## src/rtl/io_status_pkg.sv

```systemverilog
// Shared constants and types for the user-status pad arbiter.
package io_status_pkg;

    // Width of the mprj_io[37:20] status field: 2-bit phase + 16-bit value.
    localparam int STATUS_W = 18;

    // Phase codes carried in the top two bits of every report.
    localparam logic [1:0] PH_IDLE = 2'b00;
    localparam logic [1:0] PH_RUN  = 2'b01;
    localparam logic [1:0] PH_DONE = 2'b10;
    localparam logic [1:0] PH_ERR  = 2'b11;

    // Arbiter FSM state. busy_o mirrors the state directly, so the state is
    // always observable at the top-level boundary.
    typedef logic [0:0] state_t;
    localparam state_t ST_IDLE = 1'b0;
    localparam state_t ST_HOLD = 1'b1;

endpackage

```

## src/rtl/rr_arbiter.sv

```systemverilog
// Combinational round-robin arbiter: the scan starts at ptr_i and wraps,
// so the first requester at or after the pointer wins.
module rr_arbiter #(
    parameter int NREQ = 4
) (
    input  logic [NREQ-1:0] req_i,
    input  logic [2:0]      ptr_i,
    input  logic            en_i,
    output logic [NREQ-1:0] gnt_o,
    output logic [2:0]      idx_o
);

    logic [3:0] cand;
    logic       found;

    // Walk the requesters in priority order starting at the pointer.
    always_comb begin
        gnt_o = '0;
        idx_o = '0;
        found = 1'b0;
        cand  = '0;
        for (int k = 0; k < NREQ; k++) begin
            cand = {1'b0, ptr_i} + 4'(k);
            if (cand >= 4'(NREQ)) begin
                cand = cand - 4'(NREQ);
            end
            for (int j = 0; j < NREQ; j++) begin
                if (en_i && !found && req_i[j] && (cand == 4'(j))) begin
                    found    = 1'b1;
                    gnt_o[j] = 1'b1;
                    idx_o    = 3'(j);
                end
            end
        end
    end

endmodule

```

## src/rtl/io_status_arbiter.sv

```systemverilog
// Shares the 18-bit user status pads between NREQ requesters. Each accepted
// report is held on the pads for at least DWELL cycles so that an external
// monitor can sample it; the last report persists until the next one.
//
// Handshake: a requester raises req_valid_i[i] with phase/data stable and
// keeps them stable until req_ready_o[i] is seen high; a transfer happens in
// exactly the cycle where valid[i] & ready[i] are both high. Ready is one-hot,
// combinational, and only ever asserted in IDLE with enable_i high. Dropping
// valid before ready withdraws the request without side effects.
module io_status_arbiter
    import io_status_pkg::*;
#(
    parameter int NREQ   = 4,
    parameter int DATA_W = 16,
    parameter int DWELL  = 8,
    parameter int CNT_W  = 8
) (
    input  logic                   wb_clk_i,
    input  logic                   wb_rst_ni,
    input  logic                   enable_i,
    input  logic [NREQ-1:0]        req_valid_i,
    output logic [NREQ-1:0]        req_ready_o,
    input  logic [2*NREQ-1:0]      req_phase_i,
    input  logic [DATA_W*NREQ-1:0] req_data_i,
    output logic [DATA_W+1:0]      io_out_o,
    output logic [DATA_W+1:0]      io_oeb_o,
    output logic                   busy_o,
    output logic [2:0]             grant_id_o,
    output logic [CNT_W-1:0]       report_cnt_o
);

    localparam int OUT_W   = DATA_W + 2;
    localparam int DWELL_W = (DWELL > 2) ? $clog2(DWELL) : 1;

    localparam logic [DWELL_W-1:0] DWELL_LAST = DWELL_W'(DWELL - 1);
    localparam logic [DWELL_W-1:0] DWELL_ONE  = DWELL_W'(1);
    localparam logic [CNT_W-1:0]   CNT_ONE    = CNT_W'(1);

    state_t              state_q, state_d;
    logic [DWELL_W-1:0]  dwell_q, dwell_d;
    logic [2:0]          ptr_q, ptr_d;
    logic [OUT_W-1:0]    io_out_q, io_out_d;
    logic [OUT_W-1:0]    oeb_q, oeb_d;
    logic [2:0]          grant_id_q, grant_id_d;
    logic [CNT_W-1:0]    cnt_q, cnt_d;

    logic                arb_en;
    logic [NREQ-1:0]     gnt;
    logic [2:0]          gnt_idx;
    logic                accept;
    logic [1:0]          win_phase;
    logic [DATA_W-1:0]   win_data;
    logic [2:0]          ptr_next;

    // Grants only in IDLE with the arbiter enabled; the reset term keeps
    // ready low while reset is held, whatever the requesters present.
    assign arb_en = (state_q == ST_IDLE) && enable_i && wb_rst_ni;

    rr_arbiter #(
        .NREQ (NREQ)
    ) u_rr (
        .req_i (req_valid_i),
        .ptr_i (ptr_q),
        .en_i  (arb_en),
        .gnt_o (gnt),
        .idx_o (gnt_idx)
    );

    assign accept      = |gnt;
    assign req_ready_o = gnt;
    assign ptr_next    = (gnt_idx == 3'(NREQ - 1)) ? 3'd0 : gnt_idx + 3'd1;

    // Select the winning requester's phase and value using the one-hot grant.
    always_comb begin
        win_phase = '0;
        win_data  = '0;
        for (int j = 0; j < NREQ; j++) begin
            if (gnt[j]) begin
                win_phase = req_phase_i[2*j +: 2];
                win_data  = req_data_i[DATA_W*j +: DATA_W];
            end
        end
    end

    // FSM next state: latch a report on accept, then count out the dwell.
    always_comb begin
        state_d    = state_q;
        dwell_d    = dwell_q;
        ptr_d      = ptr_q;
        io_out_d   = io_out_q;
        grant_id_d = grant_id_q;
        cnt_d      = cnt_q;
        oeb_d      = {OUT_W{~enable_i}};
        case (state_q)
            ST_IDLE: begin
                if (accept) begin
                    io_out_d   = {win_phase, win_data};
                    grant_id_d = gnt_idx;
                    cnt_d      = cnt_q + CNT_ONE;
                    ptr_d      = ptr_next;
                    dwell_d    = '0;
                    state_d    = ST_HOLD;
                end
            end
            ST_HOLD: begin
                dwell_d = dwell_q + DWELL_ONE;
                if (dwell_q == DWELL_LAST) begin
                    state_d = ST_IDLE;
                end
            end
            default: begin
                state_d = ST_IDLE;
            end
        endcase
    end

    // State and output registers; reset discards any in-flight report.
    always_ff @(posedge wb_clk_i or negedge wb_rst_ni) begin
        if (!wb_rst_ni) begin
            state_q    <= ST_IDLE;
            dwell_q    <= '0;
            ptr_q      <= '0;
            io_out_q   <= '0;
            oeb_q      <= '1;
            grant_id_q <= '0;
            cnt_q      <= '0;
        end else begin
            state_q    <= state_d;
            dwell_q    <= dwell_d;
            ptr_q      <= ptr_d;
            io_out_q   <= io_out_d;
            oeb_q      <= oeb_d;
            grant_id_q <= grant_id_d;
            cnt_q      <= cnt_d;
        end
    end

    assign io_out_o     = io_out_q;
    assign io_oeb_o     = oeb_q;
    assign busy_o       = (state_q == ST_HOLD);
    assign grant_id_o   = grant_id_q;
    assign report_cnt_o = cnt_q;

endmodule

```

## config.mk

```make
export PLATFORM = sky130hd
export DESIGN_NAME = io_status_arbiter
export DESIGN_NICKNAME = d
export VERILOG_FILES = /design/src/rtl/io_status_pkg.sv /design/src/rtl/rr_arbiter.sv /design/src/rtl/io_status_arbiter.sv
export SDC_FILE = /design/constraint.sdc
export NUM_CORES = 1
export LEC_CHECK = 0
export CORE_ASPECT_RATIO = 1.5
export CORE_MARGIN = 1
export CORE_UTILIZATION = 30
export DETAILED_ROUTE_END_ITERATION = 16
export GPL_TIMING_DRIVEN = 1
export HOLD_SLACK_MARGIN = 0.03
export PLACE_DENSITY = 0.66
export SYNTH_ARGS = -nofsm -noshare
export SYNTH_HDL_FRONTEND = slang
export SYNTH_SLANG_ARGS = --single-unit
```

## constraint.sdc

```tcl
create_clock -name wb_clk_i -period 3.8 [get_ports wb_clk_i]
set_clock_uncertainty 0.2 [all_clocks]
set_input_delay 0.76 -clock wb_clk_i [delete_from_list [all_inputs] [get_ports wb_clk_i]]
set_output_delay 0.76 -clock wb_clk_i [all_outputs]
set_load 0.02 [all_outputs]
```

Word-level counts from Yosys, hierarchy flattened. Cells that the tools add are included.

Input port bits: 79. Logic and storage cells: 171. Register bits after elaboration: 37.

Bitwise logic cells: 2. Reductions and logical operators: 70. Add/sub/neg operators: 10. Equality and inequality tests: 15. Muxes and demuxes: 63. Order comparisons: 4.

Operators with widths (number): $mux 16 (4); $logic_and 1x1->1 (49); $mux 2 (18); $mux 1 (33); $eq 4x2->1 const B (8); $eq 4x1->1 const B (4); $logic_not 4->1 (4); $mux 4 (4); $logic_not 1->1 (15); $ge 4x3->1 const B (3); $sub 4x3->4 const B (3); $add 3x2->4 const B (2); $add 8x1->8 const B (1); $add 3x1->3 const B (2); $mux 3 (2); $pmux 3 s2 (1); $add 3x1->4 const B (1); $reduce_or 4->1 (1); $sub 3x3->4 const B (1); $eq 3x2->1 const B (1); $eq 3x3->1 const B (1); $ge 3x3->1 const B (1); $ne 2x2->1 const B (1); $not 1->1 (2); other kinds (2) (2).

Longest topological paths before layout.
Depth after elaboration: 84. Depth in mapped cells: 12. Depth with buffers taken out: 9.

Cells and area by module. Synthesis repeated with hierarchy kept, for this count alone.

Cell total of the unflattened synthesis: 265. Area total of the unflattened synthesis: 2527.4 µm².

By module, submodules not included: io_status_arbiter (cells an instance 200, area an instance 2058.2 µm², sequential area each 927.1 µm², instances 1); rr_arbiter (cells an instance 65, area an instance 469.2 µm², sequential area each 0.0 µm², instances 1).

Least setup slack after synthesis. No wires, ideal clock.

Path kind: in2out. From: in req_valid_i[0]. To: out req_ready_o[0]. Path buffers: 2. Arrival: 2.283 ns. Data required time: 2.840 ns. Slack: 0.557 ns. Stages: 6. Path through: or4_1 -> o41ai_1 -> o311ai_0 -> nand2_1 -> buf_2 -> buf_1.

Longest elaborated chain between the ends: 63. Elaborated cells between the ends (all ways): 65. Classes of those cells: mux: 15; reduce/logical: 50.

RTL lines: start, declared (line io_status_arbiter.sv:21) `input logic [NREQ-1:0] req_valid_i,`; $logic_and 1x1->1 (2 in a row) (line rr_arbiter.sv:28) `if (en_i && !found && req_i[j] && (cand == 4'(j))) begin`; $mux 1 (line rr_arbiter.sv:28); $logic_not 1->1 (line rr_arbiter.sv:28); $logic_and 1x1->1 (3 in a row) (line rr_arbiter.sv:28); $mux 1 (line rr_arbiter.sv:28); $logic_not 1->1 (line rr_arbiter.sv:28); $logic_and 1x1->1 (3 in a row) (line rr_arbiter.sv:28); $mux 1 (line rr_arbiter.sv:28); (+36 left out); $logic_and 1x1->1 (3 in a row) (line rr_arbiter.sv:28); $mux 1 (line rr_arbiter.sv:28); $logic_not 1->1 (line rr_arbiter.sv:28); $logic_and 1x1->1 (3 in a row) (line rr_arbiter.sv:28); $mux 1 (line rr_arbiter.sv:28); $logic_not 1->1 (line rr_arbiter.sv:28); $logic_and 1x1->1 (3 in a row) (line rr_arbiter.sv:28); $mux 1 (*) (line rr_arbiter.sv:28); end, declared (line io_status_arbiter.sv:22) `output logic [NREQ-1:0] req_ready_o,`.

Every way passes the cells marked *; elsewhere a longest branch is shown, timed or not.

Final worst setup path.
From: in req_valid_i[1]. To: out req_ready_o[3].

Longest elaborated chain between the ends: 73. Elaborated cells between the ends (all ways): 76. Classes of those cells: mux: 18; reduce/logical: 58.

RTL lines (line): $logic_and 1x1->1 (2 in a row) (rr_arbiter.sv:28); $mux 1 (rr_arbiter.sv:28); $logic_not 1->1 (rr_arbiter.sv:28); $logic_and 1x1->1 (3 in a row) (rr_arbiter.sv:28); $mux 1 (rr_arbiter.sv:28); $logic_not 1->1 (rr_arbiter.sv:28); $logic_and 1x1->1 (3 in a row) (rr_arbiter.sv:28); $mux 1 (rr_arbiter.sv:28); (+46 left out); $logic_and 1x1->1 (3 in a row) (rr_arbiter.sv:28); $mux 1 (rr_arbiter.sv:28); $logic_not 1->1 (rr_arbiter.sv:28); $logic_and 1x1->1 (3 in a row) (rr_arbiter.sv:28); $mux 1 (rr_arbiter.sv:28); $logic_not 1->1 (rr_arbiter.sv:28); $logic_and 1x1->1 (3 in a row) (rr_arbiter.sv:28); $mux 1 (*) (rr_arbiter.sv:28).

Marked as above.

==> impl_metrics.ini <==
[synthesis]
syn_area_per_cell_um2 = 9.18
synth_mux_area_frac = 0.00634
netlist_top_cells_area = dfrtp_1 (36%), buf_4 (6.0%), o31ai_1 (4.8%)
synth_area_leader_cell = dfrtp_1
syn-cell-area_um2 = 2370
synthTopCellsByCount = dfrtp_1 (34), nand2_1 (24), buf_4 (19)
yosysUniqueCellTypes = 48
synth-main-ff-cell = dfrtp_1
ys_warn_count = 0
synthAdderAreaFrac = 0.0264
synth-simple-area-share = 0.202
synth_top_family_by_area = compound AO/OA/AOI/OAI gates
synth_xor_xnor_area_share = 0.0259
seq_area_frac_synth = 0.371
synth_cells = 258
synth_edf_count = 0
async_flop_share = 1.00
synth_seq_cells = 35
synth-compound-area-share = 0.247
synth_top_area_frac = 0.359
yosys.cell_count.top_type = dfrtp_1

[timing]
setup_viol = 0
rsz0062_at_grt = false
fin_crit_sh = 0.974
finalWorstSetupSlack_ns = 0.0993
fin_setup_tns_ns = 0
timing.fmax_mhz = 270
period_needed_ns = 3.70
slew_viol_final = 0
final_hold_viol_count = 0

[run]
maxCapViolCount = 0

[floorplan]
initial_core_util = 0.311
die_area_um2 = 8260
rows = 39
io_pins = 131
die_w_um = 74.5
die_h_um = 111
core-area_um2 = 7610

[route]
viasPerCell = 5.07
drtIter0Drc = 135
ant_nets = 0
drc_errors = 0
first_pass_iters = 5
via_count = 2428
routed_wl_um = 7410
wl_per_cell_um = 15.5

[global_route]
grt-ovfl-total = 0
track_usage = 0.185
antenna_found_initial = 0
grt_pass1_vias = 2445
grt_max_degree = 38
grt_pass1_wl_um = 11800

[worst_setup_path]
crit_path_start_kind = primary input
worst-setup-path-type = in2out
ff2ff_path_depth = 9
crit_arrival_ns = 2.74
startpoint = req_valid_i[1]
critPathCaptureType = output port
crit_fanout = 5
required_ns = 2.84
rr_startpoint = ptr_q[1]

[hold_path]
holdPathStages = 1
hold_start = report_cnt_o[7]
holdCritPathClass = reg2reg

[pwr]
leakagePower_nw = 1.62
combPwrFrac = 0.511
netSwitchingFraction = 0.375
p_seq_frac = 0.310
power.density_nw_per_um2 = 564
clkPwrFrac = 0.178
p_int_w = 0.00136
p_sw_w = 0.000814
peakVddDrop_v = 0.000252

[final_layout]
antennaDiodeCount = 0
finalNetCount = 460
syn2layout_area_growth_pct = 62.5
drive_above_1_share = 0.106

[cts]
numCtsBuffers = 5
ctsHoldBuffers = 0
clock_tree.root_cell = clkbuf_16
clock_sink_count = 35
clkTransAtPathRegs_ns = 0.05
cts_setup_buffers = 0
htreeDepth = 2
cts_tree = yes
ctsResizeCount = 0
cts_buffer_depth = 2
insertion_delay_ns = 0.27

[run_status]
status = completed

[placed_design]
port_buffers = 129
gp_congestion = 0.827
post-place-ws_ns = 0.0544
place_hpwl_um = 5590
==> sequential cells by signal (all words and copies together) (netlist names) <==
signal and count:
io_out_o 18, report_cnt_o 8, dwell_q 3, grant_id_o 2, ptr_q 2, busy_o 1
io_oeb_o 1
==> through the flow <==
| step | total power (W) | util | instances | area [µm²] | hold slack, ns |
|---|---|---|---|---|---|
| final | 0.00217 | 0.505 | 479 | 3850 | 0.288 |
| after detailed placement | 0.00179 | 0.485 | 471 | 3690 | 0.282 |
| after CTS | 0.00219 | 0.503 | 479 | 3830 | 0.293 |
| after global placement | 0.00177 | 0.485 | 471 | 3690 | 0.263 |
| after global routing | 0.00233 | 0.505 | 479 | 3850 | 0.311 |
| after floorplan | 0.00129 | - | 259 | 2370 | 0.264 |
==> worst max-delay path, stage by stage <==
cell,delay [ns]
clkdlybuf4s50_1,0.48
or4_1,0.44
o41ai_2,0.10
nor3_1,0.12
nor2_1,0.16
clkdlybuf4s50_1,0.68
==> routing by layer <==
layer / up-vias / global-route usage / part of all wire
met2: 96 / 0.323 / 0.51
met1: 1146 / 0.221 / 0.40
met4: 0 / 0.0742 / 0.025
li1: 1174 / - / -
met3: 12 / 0.0245 / 0.059
met5: - / 0 / 0
==> worst paths after layout <==
check,slack [ns],endpoint
worst min-delay path,0.29,report_cnt_o[7]
worst max register to register,0.71,io_out_o[11]
min in group asynchronous,0.34,report_cnt_o[4]
worst max-delay path,0.1,req_ready_o[3]
worst min register to register,0.29,report_cnt_o[7]
max in group asynchronous,2.72,io_oeb_o[0]
==> final cells by class <==
| cell class | instances | area (µm²) |
|---|---|---|
| clock buffer | 7 | 133 |
| clock inverter | 1 | 5.00 |
| fill | 742 | 3770 |
| inverter | 13 | 48.8 |
| multi-input combinational | 174 | 1230 |
| sequential | 35 | 877 |
| tap | 102 | 128 |
| timing repair buffer | 147 | 1430 |
==> cell usage in the layout, fill, tap and decap left out, types with 2 or more instances in the layout <==
cell | Yosys | routed
clkbuf_16 | 0 | 5
xnor2_1 | 6 | 6
conb_1 | 2 | 3
nand2_1 | 24 | 24
clkdlybuf4s50_1 | 0 | 126
o21a_1 | 2 | 2
nor2_1 | 5 | 5
o21ai_0 | 5 | 5
o311ai_0 | 4 | 3
o211ai_2 | 7 | 7
inv_1 | 12 | 12
clkbuf_1 | 9 | 2
and3b_1 | 2 | 2
a222oi_1 | 7 | 7
nor4_1 | 13 | 13
and3_1 | 14 | 14
nand2b_1 | 5 | 5
dlymetal6s2s_1 | 0 | 2
dfrtp_1 | 34 | 34
a21oi_1 | 3 | 3
nand3b_1 | 11 | 11
a21boi_0 | 11 | 11
buf_4 | 19 | 18
o31ai_1 | 15 | 15
a31oi_1 | 11 | 11
nor3_1 | 2 | 2
ha_1 | 5 | 5
==> power groups by stage <==
stage	Combinational, W	Sequential (W)	Clock [W]
final	0.00111	0.000674	0.000387
after global routing	0.00121	0.000704	0.000414
after CTS	0.00111	0.000674	0.000398
after detailed placement	0.00111	0.000677	0
after global placement	0.00110	0.000671	0
after floorplan	0.000476	0.000811	0
==> logic make-up after synthesis <==
kind of cell    Yosys count
simple gates             84
compound gates           74
buf+inv                  50
flops                    35
xor+xnor                  7
fa+ha+maj                 5
other cells               2
mux                       1
Power figures use the tool's default switching activity.
